===== src/rtl/decode_step.sv =====
// RV32I decode stage: decodes one fetched instruction per handshake into a
// one-entry output register that feeds execute; an illegal word halts the stage.
module decode_step #(
   parameter int              XLEN     = 32,
   parameter logic [XLEN-1:0] RESET_PC = 32'h8000_0000
) (
   input  logic            clk_i,
   input  logic            rst_i,
   input  logic            enable_step_i,
   input  logic            fetch_valid_i,
   input  logic [XLEN-1:0] instruction_i,
   input  logic [XLEN-1:0] pc_i,
   output logic            decode_ready_o,
   input  logic            flush_i,
   input  logic            execute_ready_i,
   output logic            decode_valid_o,
   output logic [XLEN-1:0] pc_o,
   output logic [4:0]      rs1_o,
   output logic [4:0]      rs2_o,
   output logic [4:0]      rd_o,
   output logic [XLEN-1:0] imm_o,
   output logic [2:0]      funct3_o,
   output logic            funct7b5_o,
   output logic [3:0]      op_class_o,
   output logic            reg_write_o,
   output logic            illegal_o
);

   localparam logic [3:0] C_LUI    = 4'd0;
   localparam logic [3:0] C_AUIPC  = 4'd1;
   localparam logic [3:0] C_JAL    = 4'd2;
   localparam logic [3:0] C_JALR   = 4'd3;
   localparam logic [3:0] C_BRANCH = 4'd4;
   localparam logic [3:0] C_LOAD   = 4'd5;
   localparam logic [3:0] C_STORE  = 4'd6;
   localparam logic [3:0] C_OP_IMM = 4'd7;
   localparam logic [3:0] C_OP     = 4'd8;
   localparam logic [3:0] C_FENCE  = 4'd9;
   localparam logic [3:0] C_SYSTEM = 4'd10;
   localparam logic [3:0] C_ILL    = 4'd15;

   typedef enum logic [1:0] {ST_EMPTY, ST_FULL, ST_HALT} state_t;

   state_t r_state;
   state_t w_state_next;

   logic [31:0]     w_ins;
   logic [6:0]      w_opcode;
   logic [2:0]      w_f3;
   logic [6:0]      w_f7;
   logic [3:0]      w_class;
   logic            w_illegal;
   logic            w_writes;
   logic            w_rd_keep;
   logic [31:0]     w_imm32;
   logic [4:0]      w_rd;
   logic            w_reg_write;
   logic [XLEN-1:0] w_imm;
   logic            w_accept;

   assign w_ins    = instruction_i[31:0];
   assign w_opcode = w_ins[6:0];
   assign w_f3     = w_ins[14:12];
   assign w_f7     = w_ins[31:25];

   always_comb begin
      w_class   = C_ILL;
      w_illegal = 1'b1;
      w_writes  = 1'b0;
      w_rd_keep = 1'b0;
      w_imm32   = 32'd0;
      case (w_opcode)
         7'b0110111: begin
            w_class = C_LUI;    w_illegal = 1'b0; w_writes = 1'b1; w_rd_keep = 1'b1;
            w_imm32 = {w_ins[31:12], 12'd0};
         end
         7'b0010111: begin
            w_class = C_AUIPC;  w_illegal = 1'b0; w_writes = 1'b1; w_rd_keep = 1'b1;
            w_imm32 = {w_ins[31:12], 12'd0};
         end
         7'b1101111: begin
            w_class = C_JAL;    w_illegal = 1'b0; w_writes = 1'b1; w_rd_keep = 1'b1;
            w_imm32 = {{11{w_ins[31]}}, w_ins[31], w_ins[19:12], w_ins[20], w_ins[30:21], 1'b0};
         end
         7'b1100111: begin
            w_class = C_JALR;   w_illegal = (w_f3 != 3'd0); w_writes = 1'b1; w_rd_keep = 1'b1;
            w_imm32 = {{20{w_ins[31]}}, w_ins[31:20]};
         end
         7'b1100011: begin
            w_class = C_BRANCH; w_illegal = (w_f3 == 3'd2) || (w_f3 == 3'd3);
            w_imm32 = {{19{w_ins[31]}}, w_ins[31], w_ins[7], w_ins[30:25], w_ins[11:8], 1'b0};
         end
         7'b0000011: begin
            w_class = C_LOAD;   w_illegal = (w_f3 == 3'd3) || (w_f3 >= 3'd6);
            w_writes = 1'b1; w_rd_keep = 1'b1;
            w_imm32 = {{20{w_ins[31]}}, w_ins[31:20]};
         end
         7'b0100011: begin
            w_class = C_STORE;  w_illegal = (w_f3 > 3'd2);
            w_imm32 = {{20{w_ins[31]}}, w_ins[31:25], w_ins[11:7]};
         end
         7'b0010011: begin
            // Shift-immediates reuse funct7 bits; all other funct3 values are free-form.
            w_class = C_OP_IMM; w_writes = 1'b1; w_rd_keep = 1'b1;
            w_illegal = ((w_f3 == 3'd1) && (w_f7 != 7'h00)) ||
                        ((w_f3 == 3'd5) && (w_f7 != 7'h00) && (w_f7 != 7'h20));
            w_imm32 = {{20{w_ins[31]}}, w_ins[31:20]};
         end
         7'b0110011: begin
            w_class = C_OP;     w_writes = 1'b1; w_rd_keep = 1'b1;
            w_illegal = ((w_f7 != 7'h00) && (w_f7 != 7'h20)) ||
                        ((w_f7 == 7'h20) && (w_f3 != 3'd0) && (w_f3 != 3'd5));
         end
         7'b0001111: begin
            w_class = C_FENCE;  w_illegal = 1'b0;
         end
         7'b1110011: begin
            w_class = C_SYSTEM; w_illegal = 1'b0; w_writes = 1'b1; w_rd_keep = 1'b1;
            w_imm32 = {{20{w_ins[31]}}, w_ins[31:20]};
         end
         default: ;
      endcase
      if (w_ins[1:0] != 2'b11) w_illegal = 1'b1;
      if (w_illegal) begin
         w_class   = C_ILL;
         w_writes  = 1'b0;
         w_rd_keep = 1'b0;
         w_imm32   = 32'd0;
      end
   end

   assign w_rd        = w_rd_keep ? w_ins[11:7] : 5'd0;
   assign w_reg_write = w_writes && (w_rd != 5'd0);
   assign w_imm       = {{(XLEN-31){w_imm32[31]}}, w_imm32[30:0]};

   assign decode_ready_o = enable_step_i && !flush_i &&
                           ((r_state == ST_EMPTY) || ((r_state == ST_FULL) && execute_ready_i));
   assign w_accept       = fetch_valid_i && decode_ready_o;
   assign decode_valid_o = (r_state != ST_EMPTY);
   assign illegal_o      = (r_state == ST_HALT);

   always_ff @(posedge clk_i) begin
      if (rst_i) r_state <= ST_EMPTY;
      else       r_state <= w_state_next;
   end

   always_comb begin
      w_state_next = r_state;
      if (flush_i)
         w_state_next = ST_EMPTY;
      else if (w_accept)
         w_state_next = w_illegal ? ST_HALT : ST_FULL;
      else if ((r_state == ST_FULL) && execute_ready_i)
         w_state_next = ST_EMPTY;
   end

   // Payload only changes on accept, so backpressure and HALT hold it stable.
   always_ff @(posedge clk_i) begin
      if (rst_i) begin
         pc_o        <= RESET_PC;
         rs1_o       <= 5'd0;
         rs2_o       <= 5'd0;
         rd_o        <= 5'd0;
         imm_o       <= '0;
         funct3_o    <= 3'd0;
         funct7b5_o  <= 1'b0;
         op_class_o  <= 4'd0;
         reg_write_o <= 1'b0;
      end else if (w_accept) begin
         pc_o        <= pc_i;
         rs1_o       <= w_ins[19:15];
         rs2_o       <= w_ins[24:20];
         rd_o        <= w_rd;
         imm_o       <= w_imm;
         funct3_o    <= w_f3;
         funct7b5_o  <= w_ins[30];
         op_class_o  <= w_class;
         reg_write_o <= w_reg_write;
      end
   end

endmodule


===== config.mk =====
export PLATFORM = sky130hd
export DESIGN_NAME = decode_step
export DESIGN_NICKNAME = d
export VERILOG_FILES = /design/src/rtl/decode_step.sv
export SDC_FILE = /design/constraint.sdc
export NUM_CORES = 1
export LEC_CHECK = 0
export BUFFER_PORTS_ARGS = -buffer_cell sky130_fd_sc_hd__buf_4
export CAP_MARGIN = 20
export CELL_PAD_IN_SITES_DETAIL_PLACEMENT = 0
export CELL_PAD_IN_SITES_GLOBAL_PLACEMENT = 1
export CORE_ASPECT_RATIO = 0.7
export CORE_MARGIN = 3
export CORE_UTILIZATION = 33
export DETAILED_ROUTE_END_ITERATION = 16
export GPL_ROUTABILITY_DRIVEN = 0
export HOLD_SLACK_MARGIN = 0.06
export PLACE_DENSITY = 0.76
export SETUP_SLACK_MARGIN = 0.5
export SYNTH_ARGS = -nofsm -noshare
export SYNTH_HDL_FRONTEND = slang
export SYNTH_SLANG_ARGS = --single-unit

===== constraint.sdc =====
create_clock -name clk_i -period 2.3 [get_ports clk_i]
set_input_delay 0.46 -clock clk_i [delete_from_list [all_inputs] [get_ports clk_i]]
set_output_delay 0.46 -clock clk_i [all_outputs]
set_load 0.02 [all_outputs]

; Word-level counts from Yosys, hierarchy flattened
; Cells that the tools add are included.
[totals]
elab_cells = 73
ff_bits = 90
out_inout_bits = 91
inputBits = 70
[op_classes]
n_reduce_logical = 28
eq_ne = 21
order_cmp = 2
mux = 12
[op_table]
columns = cell, n
row1 = one-hot mux 32 bit (5 select lines), 1
row2 = one-hot mux 4 bit (11 select lines), 1
row3 = two-way mux 32 bit, 1
row4 = "equality test 7 x 6 -> 1 bit, second input constant", 4
row5 = "equality test 7 bit, second input constant", 4
row6 = "equality test 7 x 5 -> 1 bit, second input constant", 2
row7 = logical AND 1 bit, 11
row8 = OR reduction 8 bit, 1
row9 = "equality test 7 x 2 -> 1 bit, second input constant", 1
row10 = "equality test 7 x 4 -> 1 bit, second input constant", 1
row11 = "inequality test 7 x 6 -> 1 bit, second input constant", 1
row12 = one-hot mux 1 bit (7 select lines), 1
row13 = nonzero test 7 bit, 1
row14 = "equality test 3 x 2 -> 1 bit, second input constant", 2
row15 = two-way mux 2 bit, 3
row16 = logical OR 1 bit, 5
row17 = two-way mux 5 bit, 1
row18 = nonzero test 5 bit, 1
row19 = OR reduction 5 bit, 1
row20 = two-way mux 4 bit, 1
row21 = nonzero test 2 bit, 2
row22 = OR reduction 2 bit, 2
row23 = OR reduction 4 bit, 1
row24 = "equality test 3 x 1 -> 1 bit, second input constant", 1
row25 = other kinds (11), 13

; Longest topological paths before layout
[logic_depth]
depth_word = 10
mapped_depth = 9
depth_no_buf = 6

; Worst setup path after synthesis
; Ideal clock, no wire load.
[synth_path]
path_type = input-to-reg
startpoint = input port instruction_i[6]
endpoint = register rd_o[0]
path_stages = 8
required_ps = 2183
arrival_time_ps = 1924
setup_ps = 117
path_slack_ps = 259
path_cell_list = buf_6 or4_4 a311o_1 nand2_1 nor3_2 and3_1 buf_6 a22o_1
[synth_between]
elab_chain_cells = 6
[synth_rtl]
columns = item, line
row1 = from (decl), 11  ; input logic [XLEN-1:0] instruction_i,
row2 = equality test 7 bit (tied with other cells), 72  ; case (w_opcode)
row3 = OR reduction 5 bit (no source line), n/a
row4 = one-hot mux 1 bit (7 select lines), 72
row5 = two-way mux 1 bit, 123  ; if (w_ins[1:0] != 2'b11) w_illegal = 1'b1;
row6 = two-way mux 1 bit *, 124  ; if (w_illegal) begin
row7 = two-way mux 5 bit *, 132  ; assign w_rd = w_rd_keep ? w_ins[11:7] : 5'd0;
row8 = to (signal assigned), 173  ; rd_o <= w_rd;
row9 = to (decl), 20  ; output logic [4:0] rd_o,
; Mark *: on every way between the ends. The rest lies on a longest branch, timed or not.
; A chain may end at the register's enable or synchronous reset.

; Worst setup path in the final report
; Same ends and word-level chain as after synthesis.

==> metrics list <==
- Status: complete, no violations
* Critical path endpoint category: flip-flop
- Total of buffers placed on input and output ports: 160
- Post-synth EDFFs: 0
- After synthesis, flip-flops and latches occupy approximately half of the total area.
- After global routing the overflow that remains totals 0.
- By area the synthesized netlist is led by sky130_fd_sc_hd__dfxtp_1 (48%), sky130_fd_sc_hd__nand2_1 (14%), sky130_fd_sc_hd__a21oi_1 (9.4%).
- Xor/xnor share of the synthesized area: 0.702%
- Pwr Total: around 0.0037 W
- Fraction of power consumed by combinational cells: about 12%
- STA classifies the critical path startpoint as a primary input.
- H-Tree Depth: 3
- Sequential cells account for between 40 and 50% of the total power.
- Using the TritonRoute via totals, the vias-per-cell ratio works out to just under 5.
- CTS tree: yes
- At the pin with the least slew margin, the transition time is between 400 and 500 ps.
- Register clock-pin slew on the reported worst setup and hold paths: approximately 70 ps
- The analysis attributes to cell leakage a power of between 2 and 2.5 nW.
* Number of fillers in the final layout: 1078
- Vias in the first global route: between 3000 and 4000
- Final Hold Fails: 0
- Synth Area in Compound Gates: between 20% and 30%
* Clk Latency, worst-skew pair: 340 ps
- Top fanout value on the critical path: 6
* Antenna fix cells: 0
- Cells with a size suffix above 1 make up around 36% of the layout.
* Count of unique library cells instantiated by Yosys: 50
- The synthesized design contains 90 register bits.
- Clock Skews: a little under 8 ps
- Of the total synthesized cell area, the portion taken by full adders, half adders and majority gates is 0%.
- Largest stage delay, worst path: 560 ps
- Iteration-0 DRC count of the detailed router: between 150 and 200
- For this design the total switching power over the nets is around 0.00090 W.
- The number of antenna violations at the first check in global routing was 0.
- After synthesis, the share of flip-flops with an asynchronous set or reset is 0%.
- Synthesis produced 480 cells.
* Total of max-cap violations: 0
- Nets in the synthesized netlist: 550
- In this run switching power makes up 24.7% of total power.
- After synthesis the cells add up to around 3700 um^2.
* Top FF cell, synth: sky130_fd_sc_hd__dfxtp_1
- Area overhead of the layout relative to synthesis: 52.5%
- Largest net degree at the start of global routing: 34
- For the worst setup path, the data arrival time is just over 2000 ps.
* Period minus WS final: between 1500 and 2000 ps
- Total wirelength of the detailed-routed design: ~13000 um
* First-pass GRT wire length: ~19000 um
- Clock share of power: between 40 and 50%
- Number of search-and-repair iterations in the first detailed-routing pass: 4
- Clock tree synthesis inserted a total of 9 buffers.
- Number of nets in the final layout: ~710
- Crit-path cells: buf_6 -> or4_4 -> a311o_1 -> nand2_2 -> nor3_4 -> and3_4 -> a22o_1
* Wire length per cell after detailed routing: approximately 16 um
* Clock sink total: 90
- DIE WIDTH: 133 um
* Detailed Place HPWL: 9350 um
- Floorplan core area: 10700 um^2
- Standard cell area after detailed placement: slightly above 5000 um^2
- Placement row count: 31
* Yosys synthesis warning count: 0
* Power density over the cells: 641 nW/um^2
- Area share of and/or/nand/nor cells after synthesis: 24.8%
* Worst EP required: 2530 ps
- In this run the worst hold path is classified as in -> reg.
* Y dimension of the die: about 95 um
- The floorplan step defined a die boundary enclosing between 10000 and 15000 um^2.
- Once the floorplan was initialized, standard cells occupied 35.0% of the core.
* Ratio of final minimum period to clock period: 78.4%
- The count of nets left with antenna violations once routing finished came out at 0.
- Slowest stage cell on the critical path: sky130_fd_sc_hd__or4_4
- Longest Clk Path Bufs: 2
- Fin Setup TNS: 0 ps
* Tightest slew margin relative to the limit: 72.7%
* Largest vdd supply drop: 424 uV
* Endpoints failing setup: 0
- Timing would allow up to 555 MHz.
- The critical path is of the in -> reg type.
* Count of final max-slew check failures: 0
* Internal Pwr Total: 0.00276 W
- Dominant combinational cell family by area after synthesis: simple AND/OR/NAND/NOR gates
* Cell type contributing the most total cell area after synthesis: sky130_fd_sc_hd__dfxtp_1
- Unrepaired setup endpoints after global routing: false
- DRC errors left: 0
- Sorting the synthesized cells by how often they occur yields sky130_fd_sc_hd__nand2_1 (141), sky130_fd_sc_hd__dfxtp_1 (90), sky130_fd_sc_hd__a21oi_1 (70).
- Global-route usage over all layers: about a fifth
* Ports: about 160
- With fillers left out, the area of the finished cells amounts to roughly 5700 um^2.
* Library cell with the highest instance count after synthesis: sky130_fd_sc_hd__nand2_1
* Multiplexer share of the synthesized area: less than 1%
- Cell at the root of the clock tree: sky130_fd_sc_hd__clkbuf_16
- Total number of vias: between 3000 and 4000
- A synthesized cell averages just under 8 um^2.
- Synth top area share: around half
==> what timing repair did <==
item	in CTS	in global routing
setup endpoints to repair	38	42
hold buffers	0	0
setup buffers	0	2
cloned	0	1
pin swaps	0	9
hold endpoints to repair	0	0
resized for setup	7	46
==> power by group through the flow <==
stage,Clock (W),Sequential (W),Combinational (W)
2_1_floorplan,0,0.00168,0.000167
6_report,0.00161,0.00160,0.000447
3_5_place_dp,0,0.00164,0.000426
3_3_place_gp,0,0.00164,0.000423
4_1_cts,0.00165,0.00160,0.000431
5_1_grt,0.00171,0.00161,0.000486
==> critical path, delay by kind of cell <==
kind                   cells  cell delay, ps
AO/OA/AOI/OAI              2             510
AND/OR/NAND/NOR            4             960
buffers and inverters      1              90
==> stage by stage <==
| step | util [%] | setup WS, ps | hold slack [ps] | cells |
|---|---|---|---|---|
| after floorplan | - | 291 | 470 | 480 |
| after global placement | 48.5 | 111 | 437 | 775 |
| after detailed placement | 48.5 | 60.6 | 445 | 775 |
| after CTS | 51.8 | 461 | 322 | 791 |
| after global routing | 53.3 | 479 | 354 | 794 |
| final | 53.3 | 497 | 330 | 794 |
==> kinds of logic (layout without fill, tap and decap cells) <==
family                 Yosys count  in the layout
flip-flops                      90             90
AND/OR/NAND/NOR                206            206
buffers and inverters           37            203
multiplexers                     1              1
AO/OA/AOI/OAI                  143            143
XOR/XNOR                         3              3
==> path summary, 6_finish.rpt <==
path | end | start | slack (ps) | cells past startpoint
setup / recovery | rd_o[0] | instruction_i[6] | 500 | 7
hold / removal | pc_o[31] | pc_i[31] | 330 | 3
setup reg to reg | imm_o[15] | r_state[0] | 550 | 8
hold reg to reg | imm_o[5] | imm_o[5] | 450 | 2
==> per-layer routing <==
| metal | global-route usage [%] | up-vias | wire (um) |
|---|---|---|---|
| met3 | 5.85 | 9 | 961 |
| met5 | 0 | - | 0 |
| met1 | 26.8 | 1782 | 6040 |
| met4 | 4.62 | 0 | 141 |
| li1 | - | 1964 | - |
| met2 | 28.5 | 133 | 5450 |
==> registers in the layout (all words and copies together), names as in the netlist <==
register,flops
funct3_o,3
funct7b5_o,1
imm_o,32
op_class_o,4
pc_o,32
r_state,2
rd_o,5
reg_write_o,1
rs1_o,5
rs2_o,5
==> cells in the final DEF, fill, tap and decap left out, types with 3 or more instances in the layout <==
cell                        netlist  layout
sky130_fd_sc_hd__clkbuf_16        0      10
sky130_fd_sc_hd__nor2_1          17      14
sky130_fd_sc_hd__a22oi_1          5       5
sky130_fd_sc_hd__o21ai_2          0       6
sky130_fd_sc_hd__o21ai_1         15      26
sky130_fd_sc_hd__buf_12           0       3
sky130_fd_sc_hd__dfxtp_1         90      89
sky130_fd_sc_hd__a21oi_1         70      70
sky130_fd_sc_hd__nand3b_1         4       4
sky130_fd_sc_hd__nor2b_1          6       5
sky130_fd_sc_hd__o21ai_0         27      10
sky130_fd_sc_hd__buf_6            3       6
sky130_fd_sc_hd__nor3_1           6       5
sky130_fd_sc_hd__a211oi_2         0       4
sky130_fd_sc_hd__a22o_1           6       6
sky130_fd_sc_hd__nand2b_1         5       4
sky130_fd_sc_hd__inv_1            3       3
sky130_fd_sc_hd__nand2_1        141     140
sky130_fd_sc_hd__nor2_2           1       4
sky130_fd_sc_hd__and3_1           5       4
sky130_fd_sc_hd__buf_4            1     172
sky130_fd_sc_hd__nand3_1          5       3
==> area by class of cell <==
class / count / area (um^2) / area share (%)
Sequential cell: 90 / 1800 / 31.6
Inverter: 3 / 11.3 / 0.197
Tap cell: 148 / 185 / 3.24
Timing Repair Buffer: 184 / 1470 / 25.8
Clock inverter: 6 / 96.3 / 1.69
Multi-Input combinational cell: 353 / 1910 / 33.5
Clock buffer: 10 / 229 / 4.01
No activity file was read; power rests on OpenSTA's default activity.
